**src/rtl/multicycle_controller.sv**
```systemverilog
// Multicycle CPU control FSM: FETCH/DECODE/EXEC/MEM/WB sequencing with a memory-wait
// watchdog, plus absorbing HALT and ERR states.
module multicycle_controller #(
    parameter int TIMEOUT_CYCLES = 16
) (
    input  logic       clk,
    input  logic       rst_n,
    input  logic       run,
    input  logic [6:0] opcode,
    input  logic       mem_ready,
    input  logic       branch_taken,
    output logic       mem_req,
    output logic       mem_we,
    output logic       addr_sel,
    output logic       ir_write,
    output logic       pc_write,
    output logic [1:0] pc_src,
    output logic       alu_src_b,
    output logic [1:0] alu_op,
    output logic       reg_write,
    output logic       mem_to_reg,
    output logic       link_sel,
    output logic       halted,
    output logic       error,
    output logic [2:0] state
);

    // state | meaning
    // 0 FETCH  | request instruction at PC (when run=1)
    // 1 DECODE | classify opcode, latch it
    // 2 EXEC   | ALU op / branch / jump target
    // 3 MEM    | data load or store at ALU result
    // 4 WB     | register file write
    // 5 HALT   | absorbing, halted=1
    // 6 ERR    | absorbing, error=1
    localparam logic [2:0] S_FETCH  = 3'd0;
    localparam logic [2:0] S_DECODE = 3'd1;
    localparam logic [2:0] S_EXEC   = 3'd2;
    localparam logic [2:0] S_MEM    = 3'd3;
    localparam logic [2:0] S_WB     = 3'd4;
    localparam logic [2:0] S_HALT   = 3'd5;
    localparam logic [2:0] S_ERR    = 3'd6;

    localparam logic [6:0] OP_R     = 7'b0110011;
    localparam logic [6:0] OP_I     = 7'b0010011;
    localparam logic [6:0] OP_LOAD  = 7'b0000011;
    localparam logic [6:0] OP_STORE = 7'b0100011;
    localparam logic [6:0] OP_BR    = 7'b1100011;
    localparam logic [6:0] OP_JAL   = 7'b1101111;
    localparam logic [6:0] OP_JALR  = 7'b1100111;
    localparam logic [6:0] OP_HALT  = 7'b1111111;

    localparam int WAIT_W = (TIMEOUT_CYCLES > 2) ? $clog2(TIMEOUT_CYCLES) : 1;
    localparam logic [WAIT_W-1:0] WAIT_LIMIT = WAIT_W'(TIMEOUT_CYCLES - 1);

    logic [2:0]        state_q, state_d;
    logic [6:0]        opc_q, opc_d;
    logic [WAIT_W-1:0] wait_q, wait_d;
    logic              timeout;
    logic              count_en;

    function automatic logic known_op(input logic [6:0] op);
        return (op == OP_R) || (op == OP_I) || (op == OP_LOAD) || (op == OP_STORE) ||
               (op == OP_BR) || (op == OP_JAL) || (op == OP_JALR);
    endfunction

    always_ff @(posedge clk or negedge rst_n) begin
        if (!rst_n) begin
            state_q <= S_FETCH;
            opc_q   <= '0;
            wait_q  <= '0;
        end else begin
            state_q <= state_d;
            opc_q   <= opc_d;
            wait_q  <= wait_d;
        end
    end

    // mem_ready on the limit cycle takes priority over the timeout
    assign timeout  = (wait_q == WAIT_LIMIT) && !mem_ready;
    assign count_en = ((state_q == S_FETCH) && run) || (state_q == S_MEM);

    always_comb begin
        state_d = state_q;
        opc_d   = opc_q;
        wait_d  = wait_q;
        case (state_q)
            S_FETCH: begin
                if (run) begin
                    if (mem_ready)    state_d = S_DECODE;
                    else if (timeout) state_d = S_ERR;
                end
            end
            S_DECODE: begin
                opc_d = opcode;
                if (opcode == OP_HALT)     state_d = S_HALT;
                else if (known_op(opcode)) state_d = S_EXEC;
                else                       state_d = S_ERR;
            end
            S_EXEC: begin
                case (opc_q)
                    OP_R, OP_I, OP_JAL, OP_JALR: state_d = S_WB;
                    OP_LOAD, OP_STORE:           state_d = S_MEM;
                    OP_BR:                       state_d = S_FETCH;
                    default:                     state_d = S_ERR;
                endcase
            end
            S_MEM: begin
                if (mem_ready)    state_d = (opc_q == OP_STORE) ? S_FETCH : S_WB;
                else if (timeout) state_d = S_ERR;
            end
            S_WB:            state_d = S_FETCH;
            S_HALT, S_ERR:   state_d = state_q;
            default:         state_d = S_ERR;
        endcase

        if (state_d != state_q)         wait_d = '0;
        else if (count_en && !mem_ready) wait_d = wait_q + 1'b1;
    end

    // Controls are gated by rst_n so they drop the instant reset asserts.
    always_comb begin
        mem_req    = 1'b0;
        mem_we     = 1'b0;
        addr_sel   = 1'b0;
        ir_write   = 1'b0;
        pc_write   = 1'b0;
        pc_src     = 2'b00;
        alu_src_b  = 1'b0;
        alu_op     = 2'b00;
        reg_write  = 1'b0;
        mem_to_reg = 1'b0;
        link_sel   = 1'b0;
        if (rst_n) begin
            case (state_q)
                S_FETCH: begin
                    if (run) begin
                        mem_req = 1'b1;
                        if (mem_ready) begin
                            ir_write = 1'b1;
                            pc_write = 1'b1;
                        end
                    end
                end
                S_EXEC: begin
                    alu_src_b = (opc_q == OP_I) || (opc_q == OP_LOAD) ||
                                (opc_q == OP_STORE) || (opc_q == OP_JALR);
                    if ((opc_q == OP_R) || (opc_q == OP_I)) alu_op = 2'b10;
                    else if (opc_q == OP_BR)                alu_op = 2'b01;
                    case (opc_q)
                        OP_BR: begin
                            pc_write = branch_taken;
                            pc_src   = 2'b01;
                        end
                        OP_JAL: begin
                            pc_write = 1'b1;
                            pc_src   = 2'b01;
                        end
                        OP_JALR: begin
                            pc_write = 1'b1;
                            pc_src   = 2'b10;
                        end
                        default: ;
                    endcase
                end
                S_MEM: begin
                    mem_req  = 1'b1;
                    addr_sel = 1'b1;
                    mem_we   = (opc_q == OP_STORE);
                end
                S_WB: begin
                    reg_write  = 1'b1;
                    mem_to_reg = (opc_q == OP_LOAD);
                    link_sel   = (opc_q == OP_JAL) || (opc_q == OP_JALR);
                end
                default: ;
            endcase
        end
    end

    assign halted = (state_q == S_HALT);
    assign error  = (state_q == S_ERR);
    assign state  = state_q;

endmodule

```
**config.mk**
```make
export PLATFORM = sky130hd
export DESIGN_NAME = multicycle_controller
export DESIGN_NICKNAME = d
export VERILOG_FILES = /design/src/rtl/multicycle_controller.sv
export SDC_FILE = /design/constraint.sdc
export NUM_CORES = 1
export LEC_CHECK = 0
export ABC_AREA = 0
export ABC_CLOCK_PERIOD_IN_PS = 2500
export CELL_PAD_IN_SITES_DETAIL_PLACEMENT = 1
export CELL_PAD_IN_SITES_GLOBAL_PLACEMENT = 2
export CORE_ASPECT_RATIO = 1.25
export CORE_UTILIZATION = 27
export CTS_CLUSTER_DIAMETER = 80
export DETAILED_ROUTE_END_ITERATION = 10
export GPL_TIMING_DRIVEN = 0
export PLACE_DENSITY = 0.84
export SLEW_MARGIN = 20
export SYNTH_ARGS = -nofsm -noshare
export SYNTH_HDL_FRONTEND = slang
export SYNTH_SLANG_ARGS = --single-unit
```
**constraint.sdc**
```tcl
create_clock -name clk -period 2.5 [get_ports clk]
set_clock_uncertainty 0.05 [all_clocks]
set_input_delay 0.5 -clock clk [delete_from_list [all_inputs] [get_ports clk]]
set_output_delay 0.5 -clock clk [all_outputs]
set_load 0.005 [all_outputs]
```
==> metrics.txt, run 1 <==
status finished with violations; failing checks design-rule violations; gr ovfl total 0; Cell Area, Synth 0.00104 mm2; CTS tree yes; Required @ worst endpoint 2.58 ns; setup violators final 0; cell taking the most area after synthesis dfrtp_1; first drt pass iteration count 7; Starting Density 29.0%; synth top area cells dfrtp_1 34%, mux2_2 6.5%, nor2_1 5.0%; CTS max path bufs 2; WP buf/inv 4; CP top delay family simple AND/OR/NAND/NOR gates; Sw Pwr 0.105 mW; FF-to-FF path depth 9; CTS sink cnt 14; Seq/Total Area, Yosys 33.6%; Min Hold Slack 0.134 ns; post-route ant nets 0; Post-synth EDFFs 0; Vias/cell 5.39; Mapped Nets 133; Worst Path Max Fanout 4; Combinational Power Share 6.9%; maximum number of pins on one net before global-route repair 20; Max Cap Viol 0; Die Y 71.5 um; Post-synth top flop dfrtp_1; Routed Wire Length 3370 um; Worst Setup EP wait_q[1]; Post-Route Setup TNS 0 ns; R2R setup slack 0.03 ns; top cell type's share of synthesized area 33.6%; WP depth 9; CP arrival 2.55 ns; HP Class primary input to asynchronous set/reset pin; slew margin rel. 58.6%; H-tree levels 1; Power Total 0.488 mW; ANT cells 0; Critical path origin state[0]; register bit total from synthesis 14; Reg clk slew, reported paths 0.06 ns; slowest CP cell or4b_4; I/O pins 30; Root Driver clkbuf_8; Yosys cell types 43; worst path cell trace buf_4 > buf_4 > or4b_4 > buf_6 > buf_4 > or3_4 > o21ai_2 > o41a_1 > nor3_1; final hold viol count 0; Worst-Skew Late Latency 0.25 ns; core box area 0.00360 mm2; Internal Pwr Total 0.383 mW; maximum VDD drop 0.218 mV; Crit. End Element flop; input/output buffers 29; DR vias 1122; share of post-route cells with drive strength above 1 37.9%; design area 0.00165 mm2; kind of critical path flop to flop; Period minus WS final 2.47 ns; die area 0.00412 mm2; final net count 183; RSZ-0062 raised after global routing true; CTS Hold Bufs 0; total CTS buffers 3; first-pass GRT wire length 5550 um; Synth Instances 120; Syn-to-layout area delta 58.4%; Final Max Slew Viols 0; gp weighted congestion 0.746; PD cells 295 mW/mm2; Fillers 441; Tightest Pin Transition 0.619 ns; part of the cycle the worst path needs 98.9%; most frequent CP cell buf_4; antenna violations before repair 0; worst stage delay on the critical path 0.54 ns; Synth async-reset ratio 100%; wire per inst 16.2 um; sequential power share 46.5%; Yosys warnings 0; Leakage Power 0.729 nW; startpoint types flop; FF-to-FF Start state[0]; placed wire-length estimate 2390 um; worst flop-to-flop path endpoint wait_q[1]; Placed Area 0.00138 mm2; initial drt markers 12; Sw Share 21.5%; Avg Cell Area, Syn 8.70 um2; # DRC 4; Die Span X 57.6 um; Global Route Usage Sum 17.4%; Clk network pwr share 46.6%; vias in the first global route 1216; fmax 404 MHz; row cnt 24
[stage by stage]
step / cells / utilization [%] / worst slack, ns
floorplan: 120 / - / 0.288
global placement: 188 / 38.4 / -0.974
detailed placement: 188 / 38.4 / -1.02
CTS: 201 / 43.3 / -0.100
global route: 208 / 45.9 / -0.0436
finish: 208 / 45.9 / 0.0272
[placed cells by master, fill, tap and decap left out, types with 3 or more instances in the layout]
master / n
inv_1: 6
nor3_2: 3
a21oi_1: 3
dlygate4sd2_1: 5
nor2_1: 10
dfrtp_1: 12
clkdlybuf4s50_1: 18
mux2_2: 6
nand2_1: 8
buf_2: 5
nand3_1: 5
buf_6: 5
buf_4: 15
nand4_1: 3
nor2_4: 4
clkbuf_8: 4
and3_1: 3
o21ai_0: 6
[synth_stat cells, types with 2 or more instances]
| master | number |
|---|---|
| dfrtp_1 | 14 |
| a21oi_1 | 3 |
| mux2_2 | 6 |
| a21o_1 | 2 |
| a31oi_1 | 2 |
| a211o_1 | 2 |
| or2_2 | 2 |
| xor2_1 | 2 |
| o21ai_0 | 8 |
| nand2_1 | 10 |
| nand4_1 | 3 |
| nor3_1 | 6 |
| inv_1 | 7 |
| nand3_1 | 6 |
| buf_6 | 3 |
| and3_1 | 3 |
| nor2_1 | 14 |
| nor4b_1 | 2 |
[cell families (layout without fill, tap and decap cells)]
group / Yosys count / count (layout) / synth area share (%)
simple gates: 58 / 58 / 30.3
compound gates: 25 / 25 / 18.0
flops: 14 / 14 / 33.6
buf+inv: 12 / 61 / 6.95
mux: 7 / 7 / 7.43
xor+xnor: 3 / 3 / 2.52
fa+ha+maj: 1 / 1 / 1.20
[worst min path at each step]
stage	depth (start not counted)	slack, ns	startpoint	endpoint
global route	1	0.16	rst_n	state[0]
finish	1	0.13	rst_n	state[0]
floorplan	0	0.15	rst_n	opc_q[0]
CTS	1	0.15	rst_n	state[0]
detailed placement	1	0.48	opc_q[2]	opc_q[2]
global placement	1	0.47	opc_q[0]	opc_q[0]
[timing repair]
action	in CTS	in global routing
cloned	0	0
setup buffers	9	8
setup endpoints to repair	13	9
pin swaps	4	13
resized for setup	40	18
[layout make-up]
| class | count | area (um2) | share of cell area (%) |
|---|---|---|---|
| buffer | 5 | 46.3 | 2.80 |
| sequential | 14 | 353 | 21.3 |
| multi-input combinational | 94 | 734 | 44.4 |
| timing repair buffer | 45 | 389 | 23.5 |
| inverter | 7 | 26.3 | 1.59 |
| tap | 39 | 48.8 | 2.95 |
| clock buffer | 4 | 55.1 | 3.33 |
[metal layers]
metal	routed length, um	vias up	GRT usage [%]
met1	1330	548	19.5
met5	0	-	0
met3	123	9	2.35
li1	-	538	-
met2	1810	27	32.0
met4	109	0	7.59
[state kept, by name, summed over array words and instances, names as in the netlist]
| register | cells |
|---|---|
| state | 3 |
| wait_q | 4 |
| opc_q | 7 |
[power by group through the flow]
| stage | combinational, mW | sequential (mW) | clock (mW) |
|---|---|---|---|
| 2_1_floorplan | 0.00527 | 0.231 | 0 |
| 4_1_cts | 0.0341 | 0.226 | 0.234 |
| 3_3_place_gp | 0.0334 | 0.231 | 0 |
| 5_1_grt | 0.0369 | 0.226 | 0.245 |
| 6_report | 0.0338 | 0.227 | 0.227 |
| 3_5_place_dp | 0.0347 | 0.231 | 0 |
(Power assumes the default switching activity.)
==> run 2, diff against run 1 <==
- CORE_MARGIN: unset -> 3
==> run 2 against run 1 <==
Clock power shrank 3%; count of clock-buffer cells in the layout is the same; sequential share of layout area grew 0.63 points; register-to-register slack gained 0.10 ns; worst setup slack gained 0.047 ns; total power shrank 1.4%; largest power group unchanged; critical path depth shrank 3; critical path type is now flop to primary output; the run now ends clean.
==> metrics.txt, run 2 (same netlist as run 1, synthesis figures left out) <==
status completed; most frequent cells in the layout 17 x clkdlybuf4s50_1, 12 x buf_4, 12 x dfrtp_1; PD cells 300 mW/mm2 (+1.6%); vias in the first global route 1138 (-6.4%); Tightest Pin Transition 0.625 ns (+0.00573 ns); final net count 180 (-1.6%); Reg area 353 um2 (unchanged); Reg clk slew, reported paths 0.06 ns (about the same); Vias/cell 5.44 (+0.83%); maximum VDD drop 0.269 mV (+23%); Final Max Slew Viols 0 (unchanged); post-placement cell count 188 (unchanged); Fillers 441 (unchanged); Syn-to-layout area delta 53.8%; max reg flops 7 (unchanged); maximum number of pins on one net before global-route repair 20 (unchanged); startpoint types flop; Required @ worst endpoint 1.95 ns (-0.63 ns); CTS Hold Bufs 0 (unchanged); CTS max path bufs 2 (unchanged); total CTS buffers 3 (unchanged); placed wire-length estimate 2380 um (-0.64%); Worst Path Max Fanout 5 (+1); kind of critical path flop to primary output; Die Span X 61.6 um (+6.9%); initial drt markers 26 (+14); Non-Filler Instances 205 (-1.4%); worst flop-to-flop path endpoint wait_q[1]; CTS tree yes; worst stage delay on the critical path 0.57 ns (+0.03 ns); Root Driver clkbuf_8; Leakage Power 0.740 nW (+1.6%); Period minus WS final 2.43 ns (-0.0468 ns); FF-to-FF path depth 8 (-1); I/O pins 30 (unchanged); Global Route Usage Sum 15.6% (-1.8 points); fmax 412 MHz (+1.9%); DR vias 1115 (-0.62%); Power Total 0.481 mW (-1.4%); gp weighted congestion 0.767 (+2.8%); row cnt 24 (unchanged); R2R setup slack 0.13 ns (+0.10 ns); gr ovfl total 0 (unchanged); CTS sink cnt 14 (unchanged); Final WS setup 0.0740 ns (+0.0468 ns); WP depth 6 (-3); FF-to-FF Start state[1]; Crit. End Element primary output; most frequent CP cell buf_6; Max Cap Viol 0 (unchanged); Most flops, register opc_q; post-route ant nets 0 (unchanged); area of the multi-input gates 703 um2 (-4.3%); share of post-route cells with drive strength above 1 32.5% (-5.3 points); wire per inst 16.1 um (-0.55%); Worst-Skew Late Latency 0.24 ns (about the same); Setup WS pre-CTS -1.03 ns (-0.00997 ns); most common cell after layout, fill and taps aside clkdlybuf4s50_1; worst path cell trace buf_6 > or4b_4 > buf_6 > o21ai_2 > and2_1 > clkdlybuf4s15_2; slew margin rel. 58.2% (-0.38 points); antenna violations before repair 0 (unchanged); first drt pass iteration count 4 (-3); Starting Density 29.0% (unchanged); CP top delay family simple AND/OR/NAND/NOR gates; input/output buffers 29 (unchanged); WP buf/inv 3 (-1); design area 0.00161 mm2 (-2.9%); CP arrival 1.88 ns (-0.67 ns); first-pass GRT wire length 5470 um (-1.4%); core box area 0.00360 mm2 (unchanged); HP Class primary input to asynchronous set/reset pin; final hold viol count 0 (unchanged); ANT cells 0 (unchanged); Die Y 75.5 um (+5.6%); Placed Area 0.00138 mm2 (unchanged); slowest CP cell or4b_4; part of the cycle the worst path needs 97.0% (-1.9 points); setup violators final 0 (unchanged); die area 0.00465 mm2 (+13%); Routed Wire Length 3310 um (-2.0%); H-tree levels 1 (unchanged); # DRC 0 (-4)
-- run 2: cell types whose count changed in the layout (fill, tap and decap cells not counted), sizes merged --
cell           previous run  this run
dlygate4sd2               5         6
clkdlybuf4s50            18        17
buf                      25        20
clkdlybuf4s15             0         1
dlymetal6s2s              1         2
-- run 2: timing repair --
| item | 4_1_cts | 5_1_grt |
|---|---|---|
| resized for setup | 36 | 11 |
| endpoints found under the setup margin | 13 | 8 |
| cloned | 1 | 0 |
| pin swaps | 2 | 3 |
| buffers inserted | 9 | 3 |
-- run 2: where the power goes --
group | total (mW) | switching [mW] | internal [mW] | leakage [nW]
Sequential | 0.227 | 0 | 0.227 | 0.177
Clock | 0.221 | 0.0817 | 0.139 | 0.0288
Combinational | 0.0332 | 0.0166 | 0.0165 | 0.535
Total | 0.481 | 0.0983 | 0.383 | 0.740
-- run 2: metrics by stage --
stage	TNS (ns)	util (%)	hold slack, ns
finish	0	44.5	0.143
global route	-0.0231	44.5	0.173
CTS	0	43.2	0.149
detailed placement	-8.32	38.4	0.485
global placement	-7.92	38.4	0.469
floorplan	0	-	0.154
-- run 2: how the worst max path moves through the flow --
stage	start	end	slack, ns
floorplan	state[0]	pc_write	0.29
global placement	rst_n	pc_write	-0.99
detailed placement	rst_n	pc_write	-1.03
CTS	state[0]	pc_write	0.004
global route	state[0]	reg_write	-0.02
finish	state[1]	mem_req	0.07
-- run 2: routing by layer --
metal / global-route usage, % / up-vias / wire length, um
met1: 18.4 / 553 / 1330
met3: 2.54 / 6 / 115
met2: 27.9 / 24 / 1820
met4: 5.42 / 0 / 41
met5: 0 / - / 0
li1: - / 532 / -
-- run 2: layout make-up --
cell class / count / area share, %
Multi-Input combinational cell: 94 / 43.8
Inverter: 7 / 1.64
Clock buffer: 4 / 3.43
Tap cell: 39 / 3.04
Buffer: 5 / 2.88
Timing Repair Buffer: 42 / 23.2
Sequential cell: 14 / 22.0
